## src/rtl/sar_search_16b.sv

```systemverilog
// 16-bit successive-approximation search driving an external comparator, MSB first.
// Optional SAR_EARLY_EXIT_EN: finish as soon as the comparator reports equality.
module sar_search_16b (
  input  logic        clk,
  input  logic        rst_n,
  input  logic        start,
  input  logic        cmp_gt,
  input  logic        cmp_lt,
  input  logic        cmp_eq,
  output logic [15:0] cand,
  output logic        busy,
  output logic        done,
  output logic [15:0] result,
  output logic        exact,
  output logic        err
);

  typedef enum logic [1:0] {S_IDLE, S_SEARCH, S_DONE} state_t;

  state_t      state_q, state_d;
  logic [15:0] acc_q, acc_d;
  logic [3:0]  idx_q, idx_d;
  logic [15:0] cand_q, cand_d;
  logic [15:0] result_q, result_d;
  logic        exact_q, exact_d;
  logic        err_q, err_d;

  logic [15:0] bit_sel;
  logic [15:0] acc_upd;
  logic        code_ok;

  // gt or eq both mean target >= cand, so the trial bit is kept
  assign bit_sel = 16'h0001 << idx_q;
  assign acc_upd = cmp_lt ? acc_q : (acc_q | bit_sel);
  assign code_ok = ({cmp_gt, cmp_lt, cmp_eq} == 3'b100) ||
                   ({cmp_gt, cmp_lt, cmp_eq} == 3'b010) ||
                   ({cmp_gt, cmp_lt, cmp_eq} == 3'b001);

  always_comb begin
    state_d  = state_q;
    acc_d    = acc_q;
    idx_d    = idx_q;
    cand_d   = cand_q;
    result_d = result_q;
    exact_d  = exact_q;
    err_d    = err_q;
    case (state_q)
      S_IDLE: begin
        if (start) begin
          state_d = S_SEARCH;
          acc_d   = 16'h0000;
          idx_d   = 4'd15;
          cand_d  = 16'h8000;
          exact_d = 1'b0;
          err_d   = 1'b0;
        end
      end
      S_SEARCH: begin
        if (!code_ok) begin
          // abort with only the bits decided before this trial
          result_d = acc_q;
          err_d    = 1'b1;
          state_d  = S_DONE;
`ifdef SAR_EARLY_EXIT_EN
        end else if (cmp_eq) begin
          result_d = cand_q;
          exact_d  = 1'b1;
          state_d  = S_DONE;
`endif
        end else if (idx_q == 4'd0) begin
          result_d = acc_upd;
          exact_d  = cmp_eq;
          state_d  = S_DONE;
        end else begin
          acc_d  = acc_upd;
          idx_d  = idx_q - 4'd1;
          cand_d = acc_upd | (bit_sel >> 1);
        end
      end
      S_DONE: state_d = S_IDLE;
      default: state_d = S_IDLE;
    endcase
  end

  always_ff @(posedge clk or negedge rst_n) begin
    if (!rst_n) begin
      state_q  <= S_IDLE;
      acc_q    <= 16'h0000;
      idx_q    <= 4'd0;
      cand_q   <= 16'h0000;
      result_q <= 16'h0000;
      exact_q  <= 1'b0;
      err_q    <= 1'b0;
    end else begin
      state_q  <= state_d;
      acc_q    <= acc_d;
      idx_q    <= idx_d;
      cand_q   <= cand_d;
      result_q <= result_d;
      exact_q  <= exact_d;
      err_q    <= err_d;
    end
  end

  assign cand   = cand_q;
  assign busy   = (state_q == S_SEARCH);
  assign done   = (state_q == S_DONE);
  assign result = result_q;
  assign exact  = exact_q;
  assign err    = err_q;

endmodule
```

## config.mk

```make
export PLATFORM = sky130hd
export DESIGN_NAME = sar_search_16b
export DESIGN_NICKNAME = d
export VERILOG_FILES = /design/src/rtl/sar_search_16b.sv
export SDC_FILE = /design/constraint.sdc
export NUM_CORES = 1
export LEC_CHECK = 0
export CORE_ASPECT_RATIO = 1.4
export CORE_MARGIN = 2
export CORE_UTILIZATION = 55
export CTS_CLUSTER_DIAMETER = 30
export DETAILED_ROUTE_END_ITERATION = 8
export PLACE_DENSITY_LB_ADDON = 0.3
export SLEW_MARGIN = 25
export SYNTH_ARGS = -nofsm -noshare
export SYNTH_HDL_FRONTEND = slang
export SYNTH_SLANG_ARGS = --single-unit
```

## constraint.sdc

```tcl
create_clock -name clk -period 3.75 [get_ports clk]
set_input_delay 0.375 -clock clk [delete_from_list [all_inputs] [get_ports clk]]
set_output_delay 0.375 -clock clk [all_outputs]
set_load 0.03 [all_outputs]
```

==> run metrics, run 1 <==
outcome=finished clean; kind of critical path=input port to flop; routability congestion estimate=0.932; detailed-route vias per instance=6.13; clock latency on the worst-skew pair=0.31 ns; DRT Wirelength=5990 um; overall routing resource usage=23.7%; Nets=291; Top Ports=42; Maximum Capacitance Violations=0; I/O Buffers=41; Worst-path clk slew=0.09 ns; Core Util, Final=68.5%; Worst Setup Slack, final=1.49 ns; Final Slew Violations=0; Mean Syn Cell Area=10.7 um2; initial core utilization=57.7%; floorplan die area=0.00537 mm2; Core Box Area=0.00457 mm2; VDD IR max=0.518 mV; Area Overhead vs Synth=18.8%; Sw Pwr=0.851 mW; H-Tree Depth=2; Fmax=0.442 GHz; largest net degree at the start of global routing=57; Sequential Power Share=38.0%; CTS max path bufs=2; sequential element share of the synthesized area=53.2%; GRT overflow=0; antenna violations before repair=0; ys flop type=dfrtp_1; most frequent cells in the layout=56 x dfrtp_1, 40 x clkdlybuf4s50_1, 30 x a21oi_1, 24 x nand2_1, 21 x nor2_1; dpl ws=1.18 ns; HP Class=input port to asynchronous set/reset pin; via count=2089; CTS tree=built; minimum clock period after layout=2.26 ns; CP arrival=2.50 ns; Die X=62.5 um; post-synthesis register bit count=56; Leakage=1.34 nW; Worst Path Required=3.99 ns; layout cells sized above 1=7.17%; Sw Share=39.4%; Tcrit/Tclk final=60.3%; DRT antenna net count=0; Final HPWL DP=4040 um; distinct cell type count after synthesis=39; # setup viols final=0; clock sink count=56; Ys Warns=0; 1st-iter DRT viols=119; synthesized cell area=0.00264 mm2; Ant. Diodes=0; cell-internal power=1.31 mW; most common cell after layout, fill and taps aside=dfrtp_1; worst slew pin tran=0.739 ns; Gate power share=44.5%; root buffer cell=clkbuf_8; clock power share=17.5%; DRC errors left=0; row count=29; Max-slew headroom=50.8%; total nets after synthesis=257; clk_skew=0.00621 ns; pwr/cell area=689 mW/mm2; DRT Pass-1 Iters=4; final hold vios=0; vias in the first global route=1991; post_cts resized=0; CP Capture Type=flop; first-pass GRT wire length=9980 um; die height=85.9 um; crit start category=input port; Setup Buffers After CTS=0; total CTS buffers=5; RSZ-0062 raised after global routing=false; maximum fanout count along the critical path=30; Cells after Synth=246; ys async rst share=100%; setup TNS=0 ns; Routed wire per std cell=17.6 um; hold_buf cts=0; number of synthesized flops with an enable pin=0
## synthesized netlist by cell type (2+ instances only)
cell	instances	share of area [%]
or2_2	3	0.71
o21ai_0	3	0.57
buf_2	7	1.3
ha_1	5	2.4
nor2_1	21	3.0
clkbuf_1	4	0.57
a22oi_1	16	4.6
nor2b_1	6	1.4
nor3_1	4	0.76
dfrtp_1	56	53
mux2i_1	18	6.8
nand2_1	25	3.6
a32o_1	12	4.6
buf_6	2	0.85
a31oi_1	4	0.95
inv_1	5	0.71
a21oi_1	30	5.7
buf_4	2	0.57
and2_1	3	0.71
## cell families after synthesis
logic type / share of synthesized area [%]
xor+xnor: 0.949
buf+inv: 4.94
compound gates: 19.2
simple gates: 12.2
mux: 7.26
fa+ha+maj: 2.37
flops: 53.2
## per-stage QoR
stage	area (um2)	power (mW)	std cells	hold WS [ns]
6_report	3130	2.16	341	0.177
5_1_grt	3130	2.27	341	0.267
4_1_cts	3130	2.16	341	0.213
3_5_place_dp	3030	1.79	335	0.466
3_3_place_gp	3020	1.77	334	0.481
2_1_floorplan	2640	1.44	246	0.0794
## sequential cells by signal, indices dropped and copies added, names as in the netlist
name,count
idx_q,4
acc_q,16
err,1
result,16
state_q,2
cand,16
exact,1
## layout make-up
class                      count  area (um2)
timing repair buffer          44         428
clock buffer                   5        68.8
inverter                       5        18.8
multi-input combinational    168        1110
clock inverter                 1        30.0
tap                           62        77.6
sequential                    56        1400
fill                         385        1440
## worst paths after layout
path	to	cells after the start	start	slack [ns]
setup / recovery	cand[14]	6	cmp_lt	1.49
hold / removal	cand[2]	2	rst_n	0.18
setup reg to reg	cand[14]	6	idx_q[0]	1.63
hold reg to reg	err	2	err	0.48
max in group asynchronous	acc_q[14]	2	rst_n	3.10
min in group clk	err	2	err	0.48
## metal layers
| metal | GRT usage [%] | up-vias | part of all wire, % |
|---|---|---|---|
| met1 | 32.3 | 1036 | 41 |
| met4 | 10.7 | 0 | 2.9 |
| met5 | 0 | - | 0 |
| met2 | 37.6 | 94 | 49 |
| li1 | - | 944 | - |
| met3 | 4.07 | 15 | 6.5 |
## power groups by stage
stage | Sequential [mW] | Combinational [mW] | Clock (mW)
final | 0.821 | 0.960 | 0.377
after global routing | 0.837 | 1.03 | 0.397
after CTS | 0.821 | 0.959 | 0.379
after detailed placement | 0.831 | 0.956 | 0
after global placement | 0.829 | 0.944 | 0
after floorplan | 1.04 | 0.401 | 0
## critical path: stages
cell and delay [ns]:
clkdlybuf4s50_1 0.73, or3b_1 0.44, o21ai_2 0.14, and2_1 0.18, buf_4 0.37, mux2i_1 0.24
Power figures use the tool's default switching activity.
==> run 2: changes to the inputs <==
--- a/config.mk
+++ b/config.mk
@@ -7,7 +7,7 @@
 export LEC_CHECK = 0
 export CORE_ASPECT_RATIO = 1.4
 export CORE_MARGIN = 2
-export CORE_UTILIZATION = 55
+export CORE_UTILIZATION = 48
 export CTS_CLUSTER_DIAMETER = 30
 export DETAILED_ROUTE_END_ITERATION = 8
 export PLACE_DENSITY_LB_ADDON = 0.3
==> constraint.sdc (replaced) <==
create_clock -name clk -period 1.9 [get_ports clk]
set_input_delay 0.19 -clock clk [delete_from_list [all_inputs] [get_ports clk]]
set_output_delay 0.19 -clock clk [all_outputs]
set_load 0.03 [all_outputs]
==> run 2 against run 1 <==
Effect of this change:
- sequential cell count unchanged
- die area rose by 14%
- clock power grew 80%
- highest routed layer unchanged
- critical path type is now flop to flop
- clock-buffer cell count did not move
- via count increased by 1.3%
==> run metrics, run 2 (synthesized netlist as in run 1, its figures left out) <==
clock sink count=56; # setup viols final=0; Nets=311; Placed Area=0.00320 mm2; Buffers & Inverters on Critical Path=1; RSZ-0062 raised after global routing=false; final instance area=0.00332 mm2; Final HPWL DP=4490 um; Sw Share=40.8%; pwr/cell area=1290 mW/mm2; overall routing resource usage=22.3%; DRT antenna net count=0; most frequent cells in the layout=56 x dfrtp_1, 39 x clkdlybuf4s50_1, 30 x a21oi_1, 25 x nand2_1, 21 x nor2_1; CTS max path bufs=2; VDD IR max=0.817 mV; Maximum Capacitance Violations=0; DRC errors left=0; antenna violations before repair=0; 1st-iter DRT viols=93; R2R cell count=6; Top Ports=42; Sequential Power Share=37.7%; Leakage=1.44 nW; HP Class=input port to asynchronous set/reset pin; outcome=finished clean; die height=91.7 um; clock latency on the worst-skew pair=0.32 ns; detailed-route vias per instance=5.77; CP Capture Type=flop; root buffer cell=clkbuf_8; Tcrit/Tclk final=91.4%; total CTS buffers=5; final hold vios=0; row count=31; clock power share=15.8%; floorplan die area=0.00611 mm2; Setup Buffers After CTS=0; R2R setup slack=0.16 ns; vias in the first global route=2111; layout cells sized above 1=13.6%; maximum fanout count along the critical path=5; Worst Path Required=2.10 ns; Sw Pwr=1.75 mW; via count=2116; setup TNS=0 ns; kind of critical path=flop to flop; Routed wire per std cell=17.1 um; clk_skew=0.0104 ns; largest net degree at the start of global routing=57; Die X=66.6 um; Area Overhead vs Synth=25.8%; DRT Wirelength=6270 um; most common cell after layout, fill and taps aside=dfrtp_1; critical path's top delay family=simple AND/OR/NAND/NOR gates; Final Slew Violations=0; minimum clock period after layout=1.74 ns; cell total after placement=358; Gate power share=46.4%; Critical Path, Cell by Cell=inv_1 -> ha_1 -> nor2b_1 -> or2_2 -> a21oi_1 -> mux2i_1; Worst-path clk slew=0.10 ns; GRT overflow=0; Ant. Diodes=0; H-Tree Depth=2; cell-internal power=2.54 mW; Slowest cell on crit path=dfrtp_1; CTS tree=built; CP arrival=1.93 ns; Core Box Area=0.00524 mm2; DRT Pass-1 Iters=4; fillers=437; crit start category=flop; I/O Buffers=41; final non-filler cell total=367; Largest stage delay, worst path=0.42 ns; first-pass GRT wire length=10400 um; worst slew pin tran=0.454 ns; routability congestion estimate=0.971; Fmax=0.576 GHz; reg2reg end=cand[1]; Tot Pwr=4.29 mW; worst reg2reg startpoint=idx_q[1]; initial core utilization=50.3%; Max-slew headroom=69.7%
## run 2: power groups by stage
| stage | Sequential (mW) | Clock [mW] | Combinational, mW |
|---|---|---|---|
| final | 1.62 | 0.679 | 1.99 |
| after global routing | 1.65 | 0.734 | 2.14 |
| after CTS | 1.62 | 0.698 | 2.00 |
| after detailed placement | 1.63 | 0 | 1.99 |
| after global placement | 1.64 | 0 | 1.95 |
| after floorplan | 2.06 | 0 | 0.791 |
## run 2: layer usage
metal  global-route usage, %  vias to the layer above  share of wire [%]  routed length (um)
met1                    29.3                     1044                 42                2640
met3                    3.44                       17                3.4                 214
li1                        -                      991                  -                   -
met4                    11.1                        0                3.7                 233
met5                       0                        -                  0                   0
met2                    35.6                       64                 51                3180
## run 2: layout make-up
| type | count | area, um2 | area share, % |
|---|---|---|---|
| Inverter | 5 | 18.8 | 0.566 |
| Clock inverter | 3 | 25.0 | 0.755 |
| Clock buffer | 5 | 68.8 | 2.08 |
| Sequential cell | 56 | 1400 | 42.3 |
| Multi-Input combinational cell | 168 | 1110 | 33.6 |
| Timing Repair Buffer | 64 | 604 | 18.2 |
| Tap cell | 66 | 82.6 | 2.49 |
## run 2: stage by stage
stage,setup WS (ns),hold slack [ns],util [%]
final,0.163,0.380,63.3
after CTS,0.158,0.399,63.3
after floorplan,0.0522,-0.106,-
after global routing,0.0423,0.408,63.3
after global placement,0.0103,0.208,61.2
after detailed placement,-0.0959,0.214,61.2
## run 2: tightest hold or removal path, delay by kind of cell
| family | cells | cell delay (ns) |
|---|---|---|
| buffers and inverters | 3 | 0.91 |
## run 2: timing repair
item                                    4_1_cts  5_1_grt
hold endpoints to repair                     56        0
resized for setup                             2        1
endpoints found under the setup margin        4        4
gates cloned                                  0        0
pin swaps                                     0        1
hold buffers                                  1        0
## run 2: worst max path at each step
stage             start  cells after the start  slack (ns)          to
3_3_place_gp     cmp_eq                      5        0.01  result[11]
2_1_floorplan  idx_q[0]                      8        0.05    acc_q[1]
6_report       idx_q[1]                      6        0.16     cand[1]
3_5_place_dp     cmp_eq                      5        -0.1   result[8]
4_1_cts        idx_q[0]                      6        0.16     cand[0]
5_1_grt        idx_q[0]                      6        0.04     cand[2]
==> run 3: changes to the inputs <==
--- a/config.mk
+++ b/config.mk
@@ -7,11 +7,11 @@
 export LEC_CHECK = 0
 export CORE_ASPECT_RATIO = 1.4
 export CORE_MARGIN = 2
-export CORE_UTILIZATION = 48
+export CORE_UTILIZATION = 30
 export CTS_CLUSTER_DIAMETER = 30
 export DETAILED_ROUTE_END_ITERATION = 8
 export PLACE_DENSITY_LB_ADDON = 0.3
-export SLEW_MARGIN = 25
+export SLEW_MARGIN = 20
 export SYNTH_ARGS = -nofsm -noshare
 export SYNTH_HDL_FRONTEND = slang
 export SYNTH_SLANG_ARGS = --single-unit
==> run 3 against run 2 <==
Effect of this change:
- clock power is 37% higher
- clock skew is 0.0030 ns lower
- fmax is 1.0% lower
- core utilization is 23 points lower
- hold slack better by 0.015 ns
- cell area is 4.3% higher
- sequential share of layout area is 1.7 points lower
- non-clock buffer count is 6 higher
- largest power group unchanged
- highest routed layer unchanged
==> run metrics, run 3 (synthesized netlist as in run 1, its figures left out) <==
Sw Share=39.0%; Area Overhead vs Synth=31.2%; crit start category=flop; root buffer cell=clkbuf_16; GRT overflow=0; maximum fanout count along the critical path=22; detailed-route vias per instance=5.16; CP arrival=1.95 ns; CP Capture Type=flop; vias in the first global route=2257; layout cells sized above 1=14.7%; HP Class=input port to asynchronous set/reset pin; DRT Wirelength=6980 um; largest net degree at the start of global routing=32; Tot Pwr=4.60 mW; 1st-iter DRT viols=139; most frequent cells in the layout=56 x dfrtp_1, 39 x clkdlybuf4s50_1, 30 x a21oi_1, 26 x buf_4, 25 x nand2_1; Leakage=1.49 nW; Worst Path Required=2.10 ns; DRT antenna net count=0; clk_skew=0.00745 ns; DRT Pass-1 Iters=4; via count=2125; CTS tree=built; DRC errors left=0; I/O Buffers=41; Routed wire per std cell=16.9 um; floorplan die area=0.00956 mm2; Core Box Area=0.00856 mm2; Ant. Diodes=0; die height=115 um; clock sink count=56; kind of critical path=flop to flop; VDD IR max=0.487 mV; outcome=finished clean; Maximum Capacitance Violations=0; Sw Pwr=1.79 mW; overall routing resource usage=15.3%; Worst-path clk slew=0.07 ns; pwr/cell area=1330 mW/mm2; Top Ports=42; most common cell after layout, fill and taps aside=dfrtp_1; worst slew pin tran=0.507 ns; Final Slew Violations=0; Sequential Power Share=35.4%; routability congestion estimate=0.866; Min Hold Slack=0.394 ns; Placed Area=0.00328 mm2; Nets=317; minimum clock period after layout=1.76 ns; row count=40; # setup viols final=0; clock power share=20.2%; Final HPWL DP=5130 um; H-Tree Depth=2; clock latency on the worst-skew pair=0.30 ns; Max-slew headroom=66.2%; Tcrit/Tclk final=92.4%; final instance area=0.00346 mm2; Gate power share=44.4%; total CTS buffers=5; Fmax=0.570 GHz; antenna violations before repair=0; cell-internal power=2.81 mW; Crit. Startpoint=idx_q[0]; worst reg2reg startpoint=idx_q[0]; R2R setup slack=0.14 ns; Die X=83.2 um; CTS max path bufs=2; initial core utilization=30.8%; first-pass GRT wire length=11400 um; final hold vios=0
run 3: changes by cell type in the layout (fill, tap and decap cells not counted):
cell,previous run,this run
ha_2,1,0
clkbuf_1,0,1
inv_6,2,0
clkinv_4,0,1
clkbuf_16,0,5
buf_4,20,26
ha_1,4,5
clkbuf_8,5,0
run 3: timing repair:
action | CTS | global route
pin swaps | 0 | 1
setup buffers | 0 | 1
endpoints found under the hold margin | 19 | 0
endpoints found under the setup margin | 17 | 16
resized for setup | 2 | 0
hold buffers | 1 | 0
run 3: final timing paths:
path / end / cells after the start
min in group clk: err / 2
worst max register to register: acc_q[14] / 6
max in group asynchronous: result[9] / 3
worst max-delay path: acc_q[14] / 6
worst min register to register: err / 2
worst min-delay path: result[3] / 2
run 3: layer usage:
layer  track usage (%)  up-vias  part of all wire [%]
li1                  -     1005                     -
met1              17.9     1063                    40
met2              27.5       48                    54
met3              2.58        9                   3.5
met4              6.78        0                   2.3
met5                 0        -                     0
run 3: per-stage QoR:
step | TNS [ns] | std cells | utilization (%) | worst slack, ns
after floorplan | 0 | 246 | - | 0.0522
after global placement | -0.618 | 402 | 38.3 | -0.0424
after detailed placement | -1.52 | 402 | 38.3 | -0.116
after CTS | 0 | 411 | 40.2 | 0.140
after global routing | -0.0381 | 412 | 40.4 | -0.0243
final | 0 | 412 | 40.4 | 0.145
run 3: worst max-delay path, cell delays in order, from the launching register on:
cell and delay (ns):
dfrtp_1 0.42, inv_1 0.16, ha_1 0.30, a21oi_1 0.13, and2_1 0.21, buf_12 0.17, a32o_1 0.25
run 3: cell type report:
cell class / count / area [um2]
clock inverters: 2 / 16.3
clock buffers: 6 / 129
well taps: 105 / 131
inverters: 5 / 18.8
repair buffers: 70 / 649
flip-flops and latches: 56 / 1400
multi-input cells: 168 / 1110
fillers: 838 / 5100
run 3: power groups by stage:
stage | registers, mW | logic [mW] | clock network [mW]
after CTS | 1.64 | 2.03 | 0.954
after global placement | 1.66 | 2.00 | 0
after global routing | 1.67 | 2.20 | 0.996
after detailed placement | 1.65 | 2.02 | 0
after floorplan | 2.06 | 0.791 | 0
final | 1.63 | 2.04 | 0.930
